### src/rtl/trdb_pkg.sv
// Shared types and constants for the trace debugger packet path.
// Holds the word width and the arbiter state encoding.
package trdb_pkg;

  localparam int XLEN = 32;

  typedef enum logic {
    ARB_IDLE,
    ARB_LOCKED
  } arb_state_e;

endpackage

### src/rtl/trdb_rr_pick.sv
// Combinational round-robin picker: first request at or after ptr_i.
// Wraps by explicit compare so any NREQ works.
module trdb_rr_pick #(
  parameter  int NREQ = 2,
  localparam int PW   = (NREQ > 1) ? $clog2(NREQ) : 1
) (
  input  logic [NREQ-1:0] req_i,
  input  logic [PW-1:0]   ptr_i,
  output logic [NREQ-1:0] gnt_o,
  output logic            valid_o
);

  logic [PW-1:0] idx;

  always_comb begin
    gnt_o   = '0;
    valid_o = 1'b0;
    idx     = ptr_i;
    for (int i = 0; i < NREQ; i++) begin
      if (!valid_o && req_i[idx]) begin
        gnt_o[idx] = 1'b1;
        valid_o    = 1'b1;
      end
      idx = (idx == PW'(NREQ - 1)) ? '0 : idx + PW'(1);
    end
  end

endmodule

### src/rtl/trdb_packet_arbiter.sv
// Round-robin packet arbiter with packet locking and a one-word
// output register that sustains one word per cycle under grant.
module trdb_packet_arbiter #(
  parameter  int NREQ = 2,
  parameter  int XLEN = trdb_pkg::XLEN,
  localparam int OW   = (NREQ > 1) ? $clog2(NREQ) : 1
) (
  input  logic                      clk_i,
  input  logic                      rst_i,
  input  logic                      enable_i,
  input  logic [NREQ-1:0][XLEN-1:0] req_word_i,
  input  logic [NREQ-1:0]           req_valid_i,
  input  logic [NREQ-1:0]           req_last_i,
  output logic [NREQ-1:0]           req_ready_o,
  output logic [XLEN-1:0]           packet_word_o,
  output logic                      packet_word_valid_o,
  input  logic                      grant_i,
  output logic [OW-1:0]             owner_o,
  output logic                      busy_o
);

  import trdb_pkg::*;

  arb_state_e      state_q, state_d;
  logic [OW-1:0]   rr_ptr_q, rr_ptr_d;
  logic [OW-1:0]   owner_q, owner_d;
  logic [XLEN-1:0] word_q, word_d;
  logic            valid_q, valid_d;

  logic            slot_free;
  logic            pick_valid;
  logic [NREQ-1:0] pick_gnt;
  logic [NREQ-1:0] ready;
  logic [OW-1:0]   sel;
  logic [OW-1:0]   sel_next;
  logic            acc;

  trdb_rr_pick #(
    .NREQ(NREQ)
  ) u_pick (
    .req_i  (req_valid_i),
    .ptr_i  (rr_ptr_q),
    .gnt_o  (pick_gnt),
    .valid_o(pick_valid)
  );

  assign slot_free = !valid_q || grant_i;

  always_comb begin
    sel = owner_q;
    if (state_q == ARB_IDLE) begin
      sel = '0;
      for (int i = 0; i < NREQ; i++) begin
        if (pick_gnt[i]) sel = OW'(i);
      end
    end
  end

  assign sel_next = (sel == OW'(NREQ - 1)) ? '0 : sel + OW'(1);

  // Ready never looks at word or last, only at arbitration state.
  always_comb begin
    ready = '0;
    if (!rst_i && slot_free) begin
      unique case (1'b1)
        (state_q == ARB_LOCKED):
          ready[sel] = 1'b1;
        (state_q == ARB_IDLE) && enable_i && pick_valid:
          ready = pick_gnt;
        default:
          ready = '0;
      endcase
    end
  end

  assign acc = req_valid_i[sel] & ready[sel];

  always_comb begin
    state_d  = state_q;
    rr_ptr_d = rr_ptr_q;
    owner_d  = owner_q;
    word_d   = word_q;
    valid_d  = valid_q;
    if (grant_i) valid_d = 1'b0;
    if (acc) begin
      word_d  = req_word_i[sel];
      valid_d = 1'b1;
      owner_d = sel;
      if (req_last_i[sel]) begin
        state_d  = ARB_IDLE;
        rr_ptr_d = sel_next;
      end else begin
        state_d  = ARB_LOCKED;
      end
    end
  end

  always_ff @(posedge clk_i or posedge rst_i) begin
    if (rst_i) begin
      state_q  <= ARB_IDLE;
      rr_ptr_q <= '0;
      owner_q  <= '0;
      word_q   <= '0;
      valid_q  <= 1'b0;
    end else begin
      state_q  <= state_d;
      rr_ptr_q <= rr_ptr_d;
      owner_q  <= owner_d;
      word_q   <= word_d;
      valid_q  <= valid_d;
    end
  end

  assign req_ready_o         = ready;
  assign packet_word_o       = word_q;
  assign packet_word_valid_o = valid_q;
  assign owner_o             = owner_q;
  assign busy_o              = (state_q == ARB_LOCKED) || valid_q;

endmodule
### config.mk
export PLATFORM = sky130hd
export DESIGN_NAME = trdb_packet_arbiter
export DESIGN_NICKNAME = d
export VERILOG_FILES = /design/src/rtl/trdb_pkg.sv /design/src/rtl/trdb_rr_pick.sv /design/src/rtl/trdb_packet_arbiter.sv
export SDC_FILE = /design/constraint.sdc
export NUM_CORES = 1
export LEC_CHECK = 0
export CAP_MARGIN = 0
export CORE_MARGIN = 2
export CORE_UTILIZATION = 43
export CTS_BUF_LIST = sky130_fd_sc_hd__clkbuf_4 sky130_fd_sc_hd__clkbuf_8
export CTS_CLUSTER_SIZE = 16
export DETAILED_ROUTE_END_ITERATION = 8
export PLACE_DENSITY = 0.88
export SLEW_MARGIN = 25
export SYNTH_ARGS = -nofsm -noshare
export SYNTH_HDL_FRONTEND = slang
export SYNTH_SLANG_ARGS = --single-unit
export TNS_END_PERCENT = 100
### constraint.sdc
create_clock -name clk_i -period 4 [get_ports clk_i]
set_input_delay 0.8 -clock clk_i [delete_from_list [all_inputs] [get_ports clk_i]]
set_output_delay 0.8 -clock clk_i [all_outputs]
set_load 0.05 [all_outputs]
==> reports/results.ini, run 1 <==
[floorplanning]
die_h_um = 72.3
core-area_mm2 = 0.00441
start_util_pct = 45.4
die_x_um = 72.3
io-pin-count = 109
num_rows = 24
die-area_mm2 = 0.00522

[timing]
finalHoldViolCount = 0
fin_ws_ps = 637
slew-limit-headroom_pct = 64.1
max_freq_mhz = 297
hold_ws_ps = 504
fin_skew_ps = 2.30
setup_viol = 0
fin_crit_ps = 3360
setup_tns_ps = 0
slew_viol_final = 0
period_share_pct = 84.1
rsz0062_at_grt = no
worst_pin_slew_ps = 537

[final_layout]
antenna_cells = 0
nets = 315
mostFrequentLayoutCells = 107 x clkdlybuf4s50_1, 37 x mux2_2, 36 x dfrtp_1, 28 x mux2_4, 7 x clkbuf_8
num-fill-cells = 313
final_layout_size_suffix_gt1_share_pct = 34.2
final_area_mm2 = 0.00319
area_growth_pct = 59.3
layout.cells.most_common = clkdlybuf4s50_1

[global_routing]
grtUsageTotal_pct = 19.2
grt_pass1_wl_um = 7710
grt_max_degree = 37
grt_remaining_overflow = 0
antenna_found_initial = 0
grt_pass1_vias = 1587

[clock_tree]
cts.sinks = 36
numCtsBuffers = 5
cts_htree_levels = 2
clockBufferDepth = 2
clk_pin_slew_ps = 60
clock_latency_ps = 280
ctsResizeCount = 0
post-cts-setup-buffers = 0
cts_hold_buffers = 0
clockRootBuffer = clkbuf_8
tritoncts = done

[yosys]
synthFlopType = dfrtp_1
ys.warnings.count = 0
async_flop_share_pct = 100
avgSynthCellArea_um2 = 15.1
post-synth-top-area-cell = dfrtp_1
ys_types = 24
seq_area_frac_synth_pct = 45.0
syn_area_mm2 = 0.00200
syn-instance-count = 133
ys_ff_latch = 36
synthTopCellsByArea = dfrtp_1 45%, mux2_4 21%, mux2_2 21%
yosysTopAreaCellShare_pct = 45.0
synth_edf_count = 0
syn-num-nets = 205

[outcome]
status = finished, final reports clean

[critical_path]
worstSetupEndpoint = req_ready_o[0]
worst-endpoint-arrival_ps = 2560
worstReg2RegStart = state_q
endpoint_kind = primary output
cp-startpoint = grant_i
crit_required_ps = 3200
rr_worst_depth = 6
crit_type = input pin to primary output
r2r_setup_slack_ps = 1510
worst_setup_path_start_kind = input pin
r2r_end = packet_word_o[24]
critPathMaxFanout = 3

[job]
cap_violations = 0

[place]
io_buffers = 108
dp_hpwl_um = 3720
placement.cell_area_mm2 = 0.00310
gp_congestion = 0.770
dp_slack_ps = 650

[route]
vias = 1469
ant_nets = 0
drc = 0
drtIter0Drc = 50
drtPass1Iterations = 3
wl_um = 4860
wire_per_inst_um = 16.5
vias_per_cell = 4.98

[pwr]
vdd_drop_max_mv = 0.594
powerDensity_mw_per_mm2 = 904
leakagePower_nw = 1.34

[min_path]
hold_path.class = register to register

-- kinds of logic after synthesis --
kind of cell | count (synthesis) | synth area share (%)
AO/OA/AOI/OAI | 6 | 2.00
buffers and inverters | 12 | 5.81
flip-flops | 36 | 45.0
multiplexers | 66 | 42.3
AND/OR/NAND/NOR | 13 | 4.93
-- critical path, cell delays in order --
cell             delay (ps)
clkdlybuf4s50_1         450
nor2b_1                  60
or3_4                   350
nor2_1                   90
clkdlybuf4s50_1         800
-- layout make-up --
type | instances | area [um^2] | area share, %
repair buffers | 111 | 1130 | 35.3
multi-input cells | 85 | 988 | 31.0
flip-flops and latches | 36 | 901 | 28.2
clock buffers | 7 | 96.3 | 3.02
well taps | 52 | 65.1 | 2.04
inverters | 4 | 15.0 | 0.470
-- worst min-delay path by stage --
stage	depth (start not counted)	start	slack (ps)	endpoint
after floorplan	2	rr_ptr_q	550	rr_ptr_q
after CTS	1	packet_word_o[23]	510	packet_word_o[23]
final	1	packet_word_o[23]	500	packet_word_o[23]
after detailed placement	1	packet_word_o[16]	490	packet_word_o[16]
after global routing	1	packet_word_o[18]	530	packet_word_o[18]
after global placement	1	packet_word_o[24]	490	packet_word_o[24]
-- power by group --
group          total (W)  internal (W)  switching, W
Clock           0.000268      0.000153      0.000115
Combinational    0.00196      0.000882       0.00107
Sequential      0.000662      0.000554      0.000108
-- Yosys cell counts (2+ instances only) --
| cell | instances |
|---|---|
| mux2_4 | 28 |
| dfrtp_1 | 36 |
| a21oi_1 | 2 |
| inv_1 | 4 |
| buf_6 | 2 |
| buf_12 | 3 |
| or2_2 | 2 |
| mux2_2 | 37 |
| nand2b_1 | 2 |
| a31oi_1 | 2 |
| buf_4 | 2 |
-- state kept, by name (all words and copies together) (netlist names) --
register and count:
owner_o 1, packet_word_o 32, rr_ptr_q 1, packet_word_valid_o 1, state_q 1
-- layer usage --
layer | up-vias | GRT usage [%] | share of wire, %
li1 | 692 | - | -
met1 | 690 | 23.1 | 41
met2 | 78 | 33.3 | 49
met3 | 9 | 3.89 | 7.8
met4 | 0 | 8.39 | 1.9
met5 | - | 0 | 0
-- per-stage QoR --
step / std cells / total power [W] / utilization (%)
final: 295 / 0.00289 / 72.3
after global routing: 295 / 0.00302 / 72.3
after CTS: 295 / 0.00292 / 72.3
after detailed placement: 288 / 0.00263 / 70.1
after global placement: 288 / 0.00260 / 70.1
after floorplan: 133 / 0.00209 / -
No activity file was read; power rests on OpenSTA's default activity.
==> run 2, diff against run 1 <==
--- a/config.mk
+++ b/config.mk
@@ -7,11 +7,11 @@
 export LEC_CHECK = 0
 export CAP_MARGIN = 0
 export CORE_MARGIN = 2
-export CORE_UTILIZATION = 43
+export CORE_UTILIZATION = 40
 export CTS_BUF_LIST = sky130_fd_sc_hd__clkbuf_4 sky130_fd_sc_hd__clkbuf_8
 export CTS_CLUSTER_SIZE = 16
 export DETAILED_ROUTE_END_ITERATION = 8
-export PLACE_DENSITY = 0.88
+export PLACE_DENSITY = 0.82
 export SLEW_MARGIN = 25
 export SYNTH_ARGS = -nofsm -noshare
 export SYNTH_HDL_FRONTEND = slang
==> constraint.sdc (replaced) <==
create_clock -name clk_i -period 3.4 [get_ports clk_i]
set_input_delay 0.68 -clock clk_i [delete_from_list [all_inputs] [get_ports clk_i]]
set_output_delay 0.68 -clock clk_i [all_outputs]
set_load 0.05 [all_outputs]
==> run 2 against run 1 <==
Via count is essentially flat. Hold slack gained 6.9 ps. Flip-flop and latch count stayed put. Critical path depth grew 1. Global-route usage fell by 2.2 points. Critical path type unchanged. Largest power group unchanged. Highest routed layer unchanged.
==> reports/results.ini, run 2 (synthesized netlist as in run 1, its figures left out) <==
[route]
vias_per_cell = 4.70  ; was 4.98
drtPass1Iterations = 4  ; was 3
ant_nets = 0  ; unchanged
wire_per_inst_um = 14.5  ; was 16.5 um
drc = 0  ; unchanged
drtIter0Drc = 20  ; was 50
vias = 1470  ; was 1,469
wl_um = 4550  ; was 4860 um

[clock_tree]
tritoncts = done  ; unchanged
post-cts-setup-buffers = 0  ; unchanged
clock_latency_ps = 290  ; was 280 ps
ctsResizeCount = 0  ; unchanged
clk_pin_slew_ps = 70  ; was 60 ps
clockRootBuffer = clkbuf_8  ; unchanged
clockBufferDepth = 2  ; unchanged
cts_hold_buffers = 0  ; unchanged
cts_htree_levels = 2  ; unchanged
cts.sinks = 36  ; unchanged
numCtsBuffers = 5  ; unchanged

[place]
dp_hpwl_um = 3480  ; was 3720 um
gp_congestion = 0.909  ; was 0.770
io_buffers = 108  ; unchanged
dp.cells = 305  ; was 288

[final_layout]
final_util_pct = 67.5  ; was 72.3%
fin_cells = 313  ; was 295
antenna_cells = 0  ; unchanged
mostFrequentLayoutCells = 106 x clkdlybuf4s50_1, 37 x mux2_2, 36 x dfrtp_1, 28 x mux2_4, 6 x buf_4  ; was 107 x clkdlybuf4s50_1, 37 x mux2_2, 36 x dfrtp_1, 28 x mux2_4, 7 x clkbuf_8
final_layout_size_suffix_gt1_share_pct = 35.4  ; was 34.2%
layout.cells.most_common = clkdlybuf4s50_1  ; unchanged
nets = 317  ; was 315
num-fill-cells = 381  ; was 313
largest_register_ff_count = 32  ; unchanged
area_growth_pct = 61.2  ; was 59.3%

[pwr]
powerDensity_mw_per_mm2 = 1070  ; was 904 mW/mm^2
internal_power_w = 0.00191  ; was 0.00159 W
seq_power_share_pct = 22.8  ; was 22.9%
leakagePower_nw = 1.35  ; was 1.34 nW
vdd_drop_max_mv = 0.760  ; was 0.594 mV
p_sw_w = 0.00154  ; was 0.00130 W
clkPwrFrac_pct = 11.0  ; was 9.3%
pwr-share-comb_pct = 66.2  ; was 67.8%
power_switching_share_pct = 44.6  ; was 44.9%

[global_routing]
grt_max_degree = 37  ; unchanged
grt_pass1_vias = 1491  ; was 1,587
grtUsageTotal_pct = 17.1  ; was 19.2%
grt_remaining_overflow = 0  ; unchanged
antenna_found_initial = 0  ; unchanged
grt_pass1_wl_um = 7280  ; was 7710 um

[floorplanning]
start_util_pct = 41.9  ; was 45.4%
die_h_um = 74.8  ; was 72.3 um
io-pin-count = 109  ; unchanged
die_x_um = 74.8  ; was 72.3 um
num_rows = 25  ; was 24
die-area_mm2 = 0.00559  ; was 0.00522 mm^2
core-area_mm2 = 0.00479  ; was 0.00441 mm^2

[timing]
finalHoldViolCount = 0  ; unchanged
slew_viol_final = 0  ; unchanged
period_share_pct = 81.6
fin_skew_ps = 8.70  ; was 2.30 ps
setup_tns_ps = 0  ; unchanged
max_freq_mhz = 360
worst_pin_slew_ps = 537  ; about the same
rsz0062_at_grt = no  ; unchanged
slew-limit-headroom_pct = 64.1  ; about the same
fin_crit_ps = 2780
setup_viol = 0  ; unchanged

[critical_path]
critPathMaxFanout = 15  ; was 3
r2r_setup_slack_ps = 1060  ; was 1510 ps
crit_type = input pin to primary output  ; unchanged
endpoint_kind = primary output  ; unchanged
worst_setup_path_start_kind = input pin  ; unchanged
worst-endpoint-arrival_ps = 2100  ; was 2560 ps
crit_required_ps = 2720  ; was 3200 ps

[min_path]
hold_path.class = register to register  ; unchanged

[outcome]
status = finished, final reports clean  ; unchanged

[job]
cap_violations = 0  ; unchanged

==> run 2: worst paths after layout <==
path / startpoint / endpoint / depth (start not counted)
max in group asynchronous: rst_i / packet_word_o[2] / 3
worst min-delay path: packet_word_o[30] / packet_word_o[30] / 1
worst min register to register: packet_word_o[30] / packet_word_o[30] / 1
min in group asynchronous: rst_i / packet_word_o[19] / 3
worst max-delay path: req_valid_i[0] / req_ready_o[1] / 6
worst max register to register: state_q / packet_word_o[21] / 6
==> run 2: routing by layer <==
| layer | wire length, um | GRT usage, % | vias up |
|---|---|---|---|
| met5 | 0 | 0 | - |
| met4 | 36 | 4.17 | 0 |
| met3 | 346 | 4.42 | 4 |
| met2 | 2220 | 28.5 | 62 |
| met1 | 1950 | 22.3 | 706 |
| li1 | - | - | 698 |
==> run 2: cell type report <==
type | instances | area, um^2 | share of cell area [%]
Multi-Input combinational cell | 85 | 988 | 30.6
Sequential cell | 36 | 901 | 27.9
Tap cell | 67 | 83.8 | 2.60
Clock inverter | 3 | 46.3 | 1.43
Clock buffer | 5 | 68.8 | 2.13
Inverter | 4 | 15.0 | 0.465
Timing Repair Buffer | 113 | 1130 | 34.9
==> run 2: worst max-delay path, stage by stage <==
cell	delay [ps]
clkdlybuf4s50_1	520
nand2b_1	70
a31o_2	280
buf_4	200
and2_1	190
buf_12	160
==> run 2: stage by stage <==
stage               area (um^2)  power, W  setup slack (ps)  hold slack [ps]
floorplan                  2000   0.00246               765              553
global placement           3110   0.00307               583              491
detailed placement         3110   0.00309               536              494
CTS                        3230   0.00348               627              514
global route               3230   0.00361               556              527
finish                     3230   0.00345               625              511
==> run 2: power groups by stage <==
stage	sequential (W)	combinational, W	clock, W
3_5_place_dp	0.000783	0.00230	0
5_1_grt	0.000819	0.00238	0.000406
2_1_floorplan	0.00150	0.000961	0
6_report	0.000787	0.00228	0.000380
3_3_place_gp	0.000791	0.00228	0
4_1_cts	0.000789	0.00230	0.000390
